--- src/rtl/result_transmit_control_if.sv ---
// Bundles the result capture handshake and the UART TX byte handshake.
// The slave modport is the frame builder; the master modport is its environment.
interface result_transmit_control_if;
   logic        result_valid;
   logic [15:0] result;
   logic [7:0]  flags;
   logic        result_ready;
   logic [7:0]  tx_data;
   logic        tx_start;
   logic        tx_busy;
   logic        busy;

   modport slave (
      input  result_valid, result, flags, tx_busy,
      output result_ready, tx_data, tx_start, busy
   );

   modport master (
      output result_valid, result, flags, tx_busy,
      input  result_ready, tx_data, tx_start, busy
   );
endinterface

--- src/rtl/result_transmit_control.sv ---
// Captures a 16-bit result plus flags and sends it to the UART TX as the
// 5-byte frame HEADER, result hi, result lo, flags, XOR checksum.
module result_transmit_control (
   input logic                      clk,
   input logic                      reset,
   result_transmit_control_if.slave bus
);
   localparam logic [7:0] HEADER   = 8'hAA;
   localparam logic [2:0] LAST_IDX = 3'd4;

   typedef enum logic [1:0] {
      IDLE = 2'd0,
      SEND = 2'd1,
      HOLD = 2'd2
   } state_t;

   state_t      state_q, state_d;
   logic [2:0]  idx_q, idx_d;
   logic [15:0] result_q, result_d;
   logic [7:0]  flags_q, flags_d;
   logic [7:0]  chk_q, chk_d;
   logic [7:0]  tx_data_q, tx_data_d;
   logic        tx_start_q, tx_start_d;
   logic        ready_q, ready_d;
   logic [7:0]  frame_byte_s;

   function automatic logic [7:0] frame_checksum(input logic [15:0] res,
                                                 input logic [7:0]  flg);
      return HEADER ^ res[15:8] ^ res[7:0] ^ flg;
   endfunction

   // Selects the frame byte addressed by the current index.
   always_comb begin
      frame_byte_s = 8'h00;
      case (idx_q)
         3'd0:    frame_byte_s = HEADER;
         3'd1:    frame_byte_s = result_q[15:8];
         3'd2:    frame_byte_s = result_q[7:0];
         3'd3:    frame_byte_s = flags_q;
         3'd4:    frame_byte_s = chk_q;
         default: frame_byte_s = 8'h00;
      endcase
   end

   // Next-state and next-output logic for the capture/send/hold sequence.
   always_comb begin
      state_d    = state_q;
      idx_d      = idx_q;
      result_d   = result_q;
      flags_d    = flags_q;
      chk_d      = chk_q;
      tx_data_d  = tx_data_q;
      tx_start_d = 1'b0;
      case (state_q)
         IDLE: begin
            if (bus.result_valid) begin
               result_d = bus.result;
               flags_d  = bus.flags;
               chk_d    = frame_checksum(bus.result, bus.flags);
               idx_d    = 3'd0;
               state_d  = SEND;
            end else begin
               state_d  = IDLE;
            end
         end
         SEND: begin
            if (!bus.tx_busy) begin
               tx_start_d = 1'b1;
               tx_data_d  = frame_byte_s;
               state_d    = HOLD;
            end else begin
               state_d    = SEND;
            end
         end
         HOLD: begin
            // The TX raises tx_busy on this edge, so the following SEND waits for it.
            if (idx_q == LAST_IDX) begin
               idx_d   = 3'd0;
               state_d = IDLE;
            end else begin
               idx_d   = idx_q + 3'd1;
               state_d = SEND;
            end
         end
         default: begin
            idx_d   = 3'd0;
            state_d = IDLE;
         end
      endcase
      ready_d = (state_d == IDLE);
   end

   // State and output registers with synchronous reset.
   always_ff @(posedge clk) begin
      if (reset) begin
         state_q    <= IDLE;
         idx_q      <= 3'd0;
         result_q   <= 16'h0000;
         flags_q    <= 8'h00;
         chk_q      <= 8'h00;
         tx_data_q  <= 8'h00;
         tx_start_q <= 1'b0;
         ready_q    <= 1'b1;
      end else begin
         state_q    <= state_d;
         idx_q      <= idx_d;
         result_q   <= result_d;
         flags_q    <= flags_d;
         chk_q      <= chk_d;
         tx_data_q  <= tx_data_d;
         tx_start_q <= tx_start_d;
         ready_q    <= ready_d;
      end
   end

   assign bus.result_ready = ready_q;
   assign bus.busy         = ~ready_q;
   assign bus.tx_data      = tx_data_q;
   assign bus.tx_start     = tx_start_q;
endmodule

--- src/flat_wrapper.sv ---
// flat-port wrapper written by rule: the top's interface ports become plain ports
module result_transmit_control_flat 
  (clk, reset, bus_result_valid, bus_result, bus_flags, bus_tx_busy, bus_result_ready, bus_tx_data, bus_tx_start, bus_busy);
  result_transmit_control_if bus_i ();
  input logic clk;
  input logic reset;
  input wire logic [$bits(bus_i.result_valid)-1:0] bus_result_valid;
  input wire logic [$bits(bus_i.result)-1:0] bus_result;
  input wire logic [$bits(bus_i.flags)-1:0] bus_flags;
  input wire logic [$bits(bus_i.tx_busy)-1:0] bus_tx_busy;
  output wire logic [$bits(bus_i.result_ready)-1:0] bus_result_ready;
  output wire logic [$bits(bus_i.tx_data)-1:0] bus_tx_data;
  output wire logic [$bits(bus_i.tx_start)-1:0] bus_tx_start;
  output wire logic [$bits(bus_i.busy)-1:0] bus_busy;
  assign bus_i.result_valid = bus_result_valid;
  assign bus_i.result = bus_result;
  assign bus_i.flags = bus_flags;
  assign bus_i.tx_busy = bus_tx_busy;
  assign bus_result_ready = bus_i.result_ready;
  assign bus_tx_data = bus_i.tx_data;
  assign bus_tx_start = bus_i.tx_start;
  assign bus_busy = bus_i.busy;
  result_transmit_control u_core (.clk(clk), .reset(reset), .bus(bus_i));
endmodule
--- config.mk ---
export PLATFORM = sky130hd
export DESIGN_NAME = result_transmit_control_flat
export DESIGN_NICKNAME = d
export VERILOG_FILES = /design/src/rtl/result_transmit_control_if.sv /design/src/rtl/result_transmit_control.sv /design/src/flat_wrapper.sv
export SDC_FILE = /design/constraint.sdc
export NUM_CORES = 1
export LEC_CHECK = 0
export ABC_CLOCK_PERIOD_IN_PS = 2100
export BUFFER_PORTS_ARGS = -buffer_cell sky130_fd_sc_hd__buf_4
export CAP_MARGIN = 20
export CORE_MARGIN = 4
export CORE_UTILIZATION = 41
export DETAILED_ROUTE_END_ITERATION = 10
export GPL_TIMING_DRIVEN = 0
export PLACE_DENSITY_LB_ADDON = 0.15
export SETUP_SLACK_MARGIN = 0.02
export SYNTH_ARGS = -nofsm -noshare
export SYNTH_HDL_FRONTEND = slang
export SYNTH_SLANG_ARGS = --single-unit
--- constraint.sdc ---
create_clock -name clk -period 2.1 [get_ports clk]
set_input_delay 0.105 -clock clk [delete_from_list [all_inputs] [get_ports clk]]
set_output_delay 0.105 -clock clk [all_outputs]
set_load 0.01 [all_outputs]
After elaboration in Yosys (flattened, before gate mapping)
Index checks and enable logic that the tools add are counted.

Add/sub/neg operators: 1. Multiply operators: 0. Div/mod/pow operators: 0. $lt $le $gt $ge: 0. Eq/ne operators: 7. Shifts and indexed selects: 0. Mux-type cells: 9. Bitwise operators: 6. Reduce and logical (&&, ||, !) cells: 7.

Operators by type and width (number): $pmux W8 S5 (1); $xor A8 B8 Y8 (2); $pmux W3 S3 (1); $eq A3 B2 Y1 const B (2); $mux W3 (2); $pmux W2 S3 (1); $reduce_and A2 Y1 (3); $logic_not A2 Y1 (2); $not A4 Y4 (1); $add A3 B1 Y3 const B (1); $eq A3 B1 Y1 const B (1); $eq A3 B3 Y1 const B (1); $logic_not A3 Y1 (1); $mux W1 (3); $not A1 Y1 (3); $eq A2 B1 Y1 const B (1); $eq A2 B2 Y1 const B (1); $mux W2 (1); $ne A2 B2 Y1 const B (1); $reduce_or A2 Y1 (1).

Register bits after elaboration: 47. Bits in latches: 0. RAM bits: 0. ROM bits: 0. Bits of input ports: 28. Output and inout bits: 11. Word-level logic and storage cells: 38. Memories kept: 0.

Depth between registers and ports, before layout
Gate-level depths: netlist of the first run.

Word-level depth: 4. Gate-level depth with buffers: 7. Mapped depth without buffers: 5.

Worst setup path before layout of the first run
Ideal clock, no wire load.

Path kind: register to register. Start: register u_core.idx_q[0]. End: register u_core.tx_data_q[5] (netlist: u_core.bus.tx_data[5]). Setup time: 0.117 ns. Data arrival time: 1.586 ns. Data required time: 1.983 ns. Path slack: 0.396 ns. Stages on the path, launching flop included: 7. Buffers on the path: 1. Clock period less this slack: 1.704 ns. Cell sequence: dfxtp_1 -> inv_1 -> ha_1 -> buf_2 -> or4_1 -> o211a_2 -> a32o_1.

Word-level cells in the longest chain between the ends: 2. Elaborated cells on any way between the ends: 6. Classes of those cells: eq/ne (4); mux (1); reduce/logical (1).

RTL lines: start, declared (RTL line result_transmit_control.sv:18) `logic [2:0] idx_q, idx_d;`; start signal, assigned (RTL line result_transmit_control.sv:106) `idx_q <= idx_d;`; $eq A3 B3 Y1, or another cell as far along (RTL line result_transmit_control.sv:35) `case (idx_q)`; $pmux W8 S5 * (RTL line result_transmit_control.sv:35); end signal, assigned (RTL line result_transmit_control.sv:110) `tx_data_q <= tx_data_d;`; end, declared (RTL line result_transmit_control.sv:22) `logic [7:0] tx_data_q, tx_data_d;`.

Every way passes the cells marked *; elsewhere a longest branch is shown, timed or not. A chain may end at the register's enable or synchronous reset.

Final worst setup path of the first run
Start: register u_core.idx_q[2]. End: register u_core.tx_data_q[4] (netlist: u_core.bus.tx_data[4]).

The elaborated chain is that of the path after synthesis.

==> flow_summary_export.csv, run 1 <==
group,metric,value,unit
outcome,outcome,"finished, final reports clean",
routing,routed_via_density,5.06,
timing,worst_pin_slew,0.648,ns
setup_path,max_stage_delay,0.31,ns
clock_tree,post_cts_buffers,0,
logic_synthesis,syn-instance-count,246,
routing,drtIter0Drc,111,
routing,drc,0,
clock_tree,cts_tree,"built",
final_layout,drive_gt1_share,19.5,%
setup_path,crit_arrival,2.07,ns
timing,rsz0062_at_grt,"false",
pwr,finalPower,1.85,mW
routing,dr.pass1.iters,4,
logic_synthesis,synth.avg_cell_area,8.63,um^2
timing,setup_tns,0,ns
setup_path,cp_slowest_cell,"dfxtp_1",
logic_synthesis,yosys_warnings,0,
clock_tree,cts_buffers,5,
timing,fmax,0.535,GHz
setup_path,cp-start-kind,"register",
final_layout,nets,324,
global_route,grtUsageTotal,17.6,%
logic_synthesis,async_flop_share,0,%
global_route,grt_max_degree,14,
clock_tree,cts_resized,0,
placement,portBuffers,38,
timing,fin_skew,0.00348,ns
clock_tree,cts_buffer_depth,2,
logic_synthesis,ys_types,35,
final_layout,num_antenna_cells,0,
setup_path,reg2reg_depth,7,
setup_path,crit_type,"reg2reg",
setup_path,path_delay_family,"buffers and inverters",
setup_path,crit_end,"u_core.bus.tx_data[4]$_SDFFE_PP0N_",
placement,place_hpwl,3.76,mm
final_layout,multi_input_area,0.00107,mm^2
floorplan,start_util,43.5,%
timing,setup_viol,0,
setup_path,critical_path_depth,7,
final_layout,final_cell_area,0.00259,mm^2
setup_path,r2r_start,"u_core.idx_q[2]$_SDFFE_PP0P_",
placement,placed_cells,351,
logic_synthesis,synth_edf_count,0,
pwr,cellPowerDensity,714,mW/mm^2
timing,slew_headroom,56.8,%
routing,avgRoutedWirePerCell,14.6,um
logic_synthesis,synth-main-ff-cell,"dfxtp_1",
setup_path,end_kind,"register",
placement,placed_cell_area,0.00249,mm^2
global_route,antenna_found_initial,0,
setup_path,crit_path_max_fanout,8,
clock_tree,cts.sinks,47,
routing,vias,1817,
clock_tree,h-tree-depth,2,
floorplan,core_area,0.00488,mm^2
floorplan,die_h,79.9,um
final_layout,area_growth,22.1,%
placement,place.gp.congestion,0.821,
floorplan,die_x,79.9,um
clock_tree,cts_hold_buf,0,
floorplan,rows,25,
clock_tree,clock-root-buffer,"clkbuf_8",
pwr,p_leak,1.05,nW
setup_path,crit_chain,"clkbuf_1, inv_1, ha_1, clkbuf_1, a32oi_1, o21ai_0, a22o_1",
setup_path,crit_top_cell,"clkbuf_1",
routing,ant_nets,0,
flow_run,cap_violations,0,
setup_path,r2r_slack,0.23,ns
logic_synthesis,ys_ff_latch,47,
hold_path,worstHoldPathType,"in2reg",
final_layout,regArea,941,um^2
logic_synthesis,synth_fp_nets,279,
global_route,grt_pass1_vias,1704,
setup_path,required,2.30,ns
timing,period_needed,1.87,ns
logic_synthesis,synth_area,0.00212,mm^2
floorplan,dieArea,0.00639,mm^2
setup_path,rr_endpoint,"u_core.bus.tx_data[4]$_SDFFE_PP0N_",
timing,fin_ws,0.230,ns
timing,final_max_slew_viol_count,0,
floorplan,ios,39,
timing,hold_violations,0,
setup_path,critPathBufInv,3,
final_layout,stdcell_count,359,
routing,totalWireLength,5.25,mm
placement,dp_slack,0.230,ns
pwr,vdd_drop_max,0.393,mV
clock_tree,clk_transition_reported_paths,0.08,ns
global_route,grt_overflow,0,
timing,fin_crit_sh,89.0,%
setup_path,critPathLaunch,"u_core.idx_q[2]$_SDFFE_PP0P_",
clock_tree,insertion_delay,0.30,ns
final_layout,fillers,500,
global_route,grt_first_pass_wirelength,8.42,mm
hold_path,hold_depth,2,
logic_synthesis,ys_seq_area_share,44.3,%
==> worst reg2reg max path: stages (launching register included) <==
cell	delay (ns)
dfxtp_1	0.31
clkbuf_1	0.31
inv_1	0.11
ha_1	0.21
clkbuf_1	0.23
a32oi_1	0.22
o21ai_0	0.17
a22o_1	0.21
==> layout by cell type, fill, tap and decap left out, types with 2 or more instances in the layout <==
| cell | synthesis | routed |
|---|---|---|
| a21boi_0 | 4 | 4 |
| nor2b_1 | 2 | 2 |
| nor3_1 | 4 | 4 |
| a22o_1 | 7 | 7 |
| clkbuf_8 | 0 | 7 |
| clkbuf_1 | 9 | 10 |
| xnor3_1 | 4 | 4 |
| nand3_1 | 5 | 5 |
| buf_2 | 7 | 7 |
| a221oi_1 | 3 | 3 |
| nand2_1 | 56 | 56 |
| a21oi_1 | 27 | 27 |
| nand3b_1 | 4 | 4 |
| xor2_1 | 4 | 4 |
| dfxtp_1 | 47 | 47 |
| a22oi_1 | 4 | 4 |
| a32oi_1 | 6 | 6 |
| xnor2_1 | 4 | 4 |
| inv_1 | 5 | 5 |
| o21ai_0 | 8 | 8 |
| nand2b_1 | 2 | 2 |
| nor3b_1 | 2 | 2 |
| ha_1 | 5 | 5 |
| buf_4 | 2 | 40 |
| o21ai_1 | 4 | 4 |
| nor2_1 | 11 | 11 |
==> area by class of cell <==
| cell class | instances | area share (%) |
|---|---|---|
| flip-flops and latches | 47 | 36.3 |
| clock buffers | 8 | 3.86 |
| repair buffers | 38 | 11.0 |
| plain buffers | 19 | 3.67 |
| inverters | 5 | 0.724 |
| multi-input cells | 175 | 41.2 |
| well taps | 67 | 3.24 |
==> where the power goes <==
part	internal (mW)	leakage [nW]	switching [mW]
clock network	0.301	0.0515	0.296
logic	0.133	0.612	0.144
registers	0.947	0.385	0.0275
==> per-layer routing <==
metal,track usage (%),vias up,share of wire [%]
met5,0,-,0
met4,4.56,0,1.0
met3,4.18,5,3.9
met2,28.5,41,45
met1,23.4,833,50
li1,-,938,-
==> Yosys cell counts, drive strengths merged, types with 2 or more instances <==
master,number,area (um^2)
clkbuf,9,33.8
a22o,7,61.3
a21oi,27,135
inv,5,18.8
nor2,11,41.3
ha,5,62.6
a32oi,6,52.6
dfxtp,47,941
a21boi,4,30.0
nand3b,4,30.0
xnor2,4,35.0
nand2,56,210
xor2,4,35.0
nor2b,2,12.5
nand3,5,25.0
nor4b,2,23.8
o21ai,12,60.1
nor3,4,20.0
nand2b,2,12.5
xnor3,4,90.1
buf,10,61.3
a22oi,4,30.0
a221oi,3,26.3
nor3b,2,15.0
==> state kept, by name, indices dropped and copies added (netlist names) <==
| register | cells |
|---|---|
| u_core.result_q | 16 |
| u_core.bus.tx_data | 8 |
| u_core.chk_q | 8 |
| u_core.flags_q | 8 |
| u_core.idx_q | 3 |
| u_core.state_q | 2 |
| u_core.bus.result_ready | 1 |
| u_core.bus.tx_start | 1 |
==> metrics by stage <==
stage / utilization, % / hold slack [ns]
after CTS: 53.1 / 0.000757
after global routing: 53.1 / 0.00440
after global placement: 51.1 / 0.318
after floorplan: - / 0.184
final: 53.1 / 0.00220
after detailed placement: 51.1 / 0.323
==> how the worst min path moves through the flow <==
stage                      startpoint  slack, ns                        endpoint
after floorplan           bus_tx_busy       0.18  u_core.bus.tx_start$_SDFF_PP0_
after global placement    bus_tx_busy       0.32  u_core.bus.tx_start$_SDFF_PP0_
after detailed placement  bus_tx_busy       0.32  u_core.bus.tx_start$_SDFF_PP0_
after CTS                 bus_tx_busy     0.0008  u_core.bus.tx_start$_SDFF_PP0_
after global routing      bus_tx_busy      0.004  u_core.bus.tx_start$_SDFF_PP0_
final                     bus_tx_busy      0.002  u_core.bus.tx_start$_SDFF_PP0_
==> logic make-up after synthesis <==
| group | after synthesis | synth area share [%] |
|---|---|---|
| adders and majority gates | 5 | 2.95 |
| AOI/OAI and AO/OA | 68 | 20.6 |
| xor gates and xnor gates | 12 | 7.55 |
| DFF | 47 | 44.3 |
| and+or+nand+nor | 90 | 19.2 |
| buffers and inverters | 24 | 5.37 |
No activity file was read; power rests on OpenSTA's default activity.
==> run 2: changes to the inputs <==
ABC_CLOCK_PERIOD_IN_PS = 2200   (was 2100)
CORE_UTILIZATION = 35   (was 41)
clock period = 2.2 ns   (was 2.1 ns; I/O delays follow)
==> flow_summary_export.csv, run 2 (synthesis results as in run 1) <==
group,metric,value,unit
outcome,outcome,"finished, final reports clean",
pwr,cellPowerDensity,700,mW/mm^2
global_route,grt_overflow,0,
final_layout,drive_gt1_share,19.5,%
timing,period_needed,1.92,ns
timing,fin_skew,0.00815,ns
floorplan,dieArea,0.00737,mm^2
floorplan,die_x,85.9,um
pwr,p_leak,1.05,nW
setup_path,cp-start-kind,"register",
flow_run,cap_violations,0,
floorplan,core_area,0.00589,mm^2
timing,setup_viol,0,
pwr,finalPower,1.83,mW
final_layout,mostFrequentLayoutCells,"nand2_1 (56), dfxtp_1 (47), buf_4 (40), a21oi_1 (27), nor2_1 (11)",
routing,dr.pass1.iters,4,
clock_tree,cts_buffers,5,
global_route,grtUsageTotal,16.5,%
global_route,antenna_found_initial,0,
timing,slew_headroom,54.1,%
floorplan,start_util,36.1,%
routing,drtIter0Drc,139,
global_route,grt_max_degree,15,
setup_path,crit_type,"reg2reg",
final_layout,largest_reg_flops,16,
final_layout,num_antenna_cells,0,
final_layout,top_register,"u_core.result_q",
setup_path,crit_path_max_fanout,8,
clock_tree,post_cts_buffers,0,
clock_tree,h-tree-depth,2,
hold_path,hold_depth,2,
setup_path,end_kind,"register",
floorplan,rows,28,
setup_path,reg2reg_depth,7,
setup_path,crit_arrival,2.12,ns
clock_tree,cts_resized,0,
clock_tree,cts.sinks,47,
hold_path,worstHoldPathType,"in2reg",
timing,rsz0062_at_grt,"false",
floorplan,ios,39,
routing,ant_nets,0,
placement,portBuffers,38,
clock_tree,cts_hold_buf,1,
clock_tree,cts_tree,"built",
pwr,vdd_drop_max,0.306,mV
final_layout,nets,325,
timing,final_max_slew_viol_count,0,
routing,avgRoutedWirePerCell,15.5,um
clock_tree,clock-root-buffer,"clkbuf_8",
placement,place_hpwl,3.97,mm
routing,totalWireLength,5.68,mm
timing,worst_pin_slew,0.689,ns
final_layout,final_common_cell,"nand2_1",
routing,routed_via_density,5.05,
routing,drc,0,
clock_tree,clk_transition_reported_paths,0.09,ns
global_route,grt_first_pass_wirelength,9.34,mm
setup_path,required,2.41,ns
global_route,grt_pass1_vias,1784,
final_layout,area_growth,23.3,%
floorplan,die_h,85.9,um
timing,fin_crit_sh,87.1,%
timing,fmax,0.522,GHz
placement,place.gp.congestion,0.771,
routing,vias,1855,
timing,hold_violations,0,
clock_tree,insertion_delay,0.30,ns
clock_tree,cts_buffer_depth,2,
timing,setup_tns,0,ns
==> run 2: layout make-up <==
cell class                      instances  area (um^2)
Fill cell                             608         3270
Tap cell                               75         93.8
Clock inverter                          2         37.5
Sequential cell                        47          941
Inverter                                5         18.8
Clock buffer                            5         68.8
Timing Repair Buffer                   39          295
Multi-Input combinational cell        175         1070
Buffer                                 19         95.1
==> run 2: per-stage QoR <==
step | utilization [%] | cells | instance area [um^2] | worst slack [ns] | hold slack, ns
floorplan | - | 246 | 2120 | 0.496 | 0.189
detailed placement | 42.5 | 359 | 2500 | 0.293 | 0.325
finish | 44.5 | 367 | 2620 | 0.285 | 0.0174
global placement | 42.5 | 359 | 2500 | 0.306 | 0.324
global route | 44.5 | 367 | 2620 | 0.0726 | 0.0108
CTS | 44.5 | 367 | 2620 | 0.290 | 0.0105
==> run 2: power by group <==
group | switching [mW] | internal (mW) | leakage [nW]
clock | 0.297 | 0.332 | 0.0502
combinational | 0.144 | 0.129 | 0.616
sequential | 0.0259 | 0.904 | 0.385
==> run 2: critical path, stage by stage, from the launching register on <==
cell and delay (ns):
dfxtp_1 0.32, clkbuf_1 0.31, inv_1 0.11, ha_1 0.21, clkbuf_1 0.23, a32oi_1 0.20
o21ai_0 0.17, a22o_1 0.27
==> run 2: final timing paths <==
| path | from | endpoint | slack (ns) |
|---|---|---|---|
| max | u_core.idx_q[2]$_SDFFE_PP0P_ | u_core.bus.tx_data[6]$_SDFFE_PP0N_ | 0.28 |
| min | reset | u_core.state_q[1]$_SDFF_PP0_ | 0.02 |
| max reg2reg | u_core.idx_q[2]$_SDFFE_PP0P_ | u_core.bus.tx_data[6]$_SDFFE_PP0N_ | 0.28 |
| min reg2reg | u_core.result_q[3]$_SDFFE_PP0P_ | u_core.result_q[3]$_SDFFE_PP0P_ | 0.46 |
==> run 2: layer usage <==
layer  global-route usage (%)  part of all wire [%]  wire (um)
met3                     3.75                   4.9        278
met4                     5.18                   1.4         82
met2                     25.2                    44       2510
met1                     23.1                    49       2810
met5                        0                     0          0
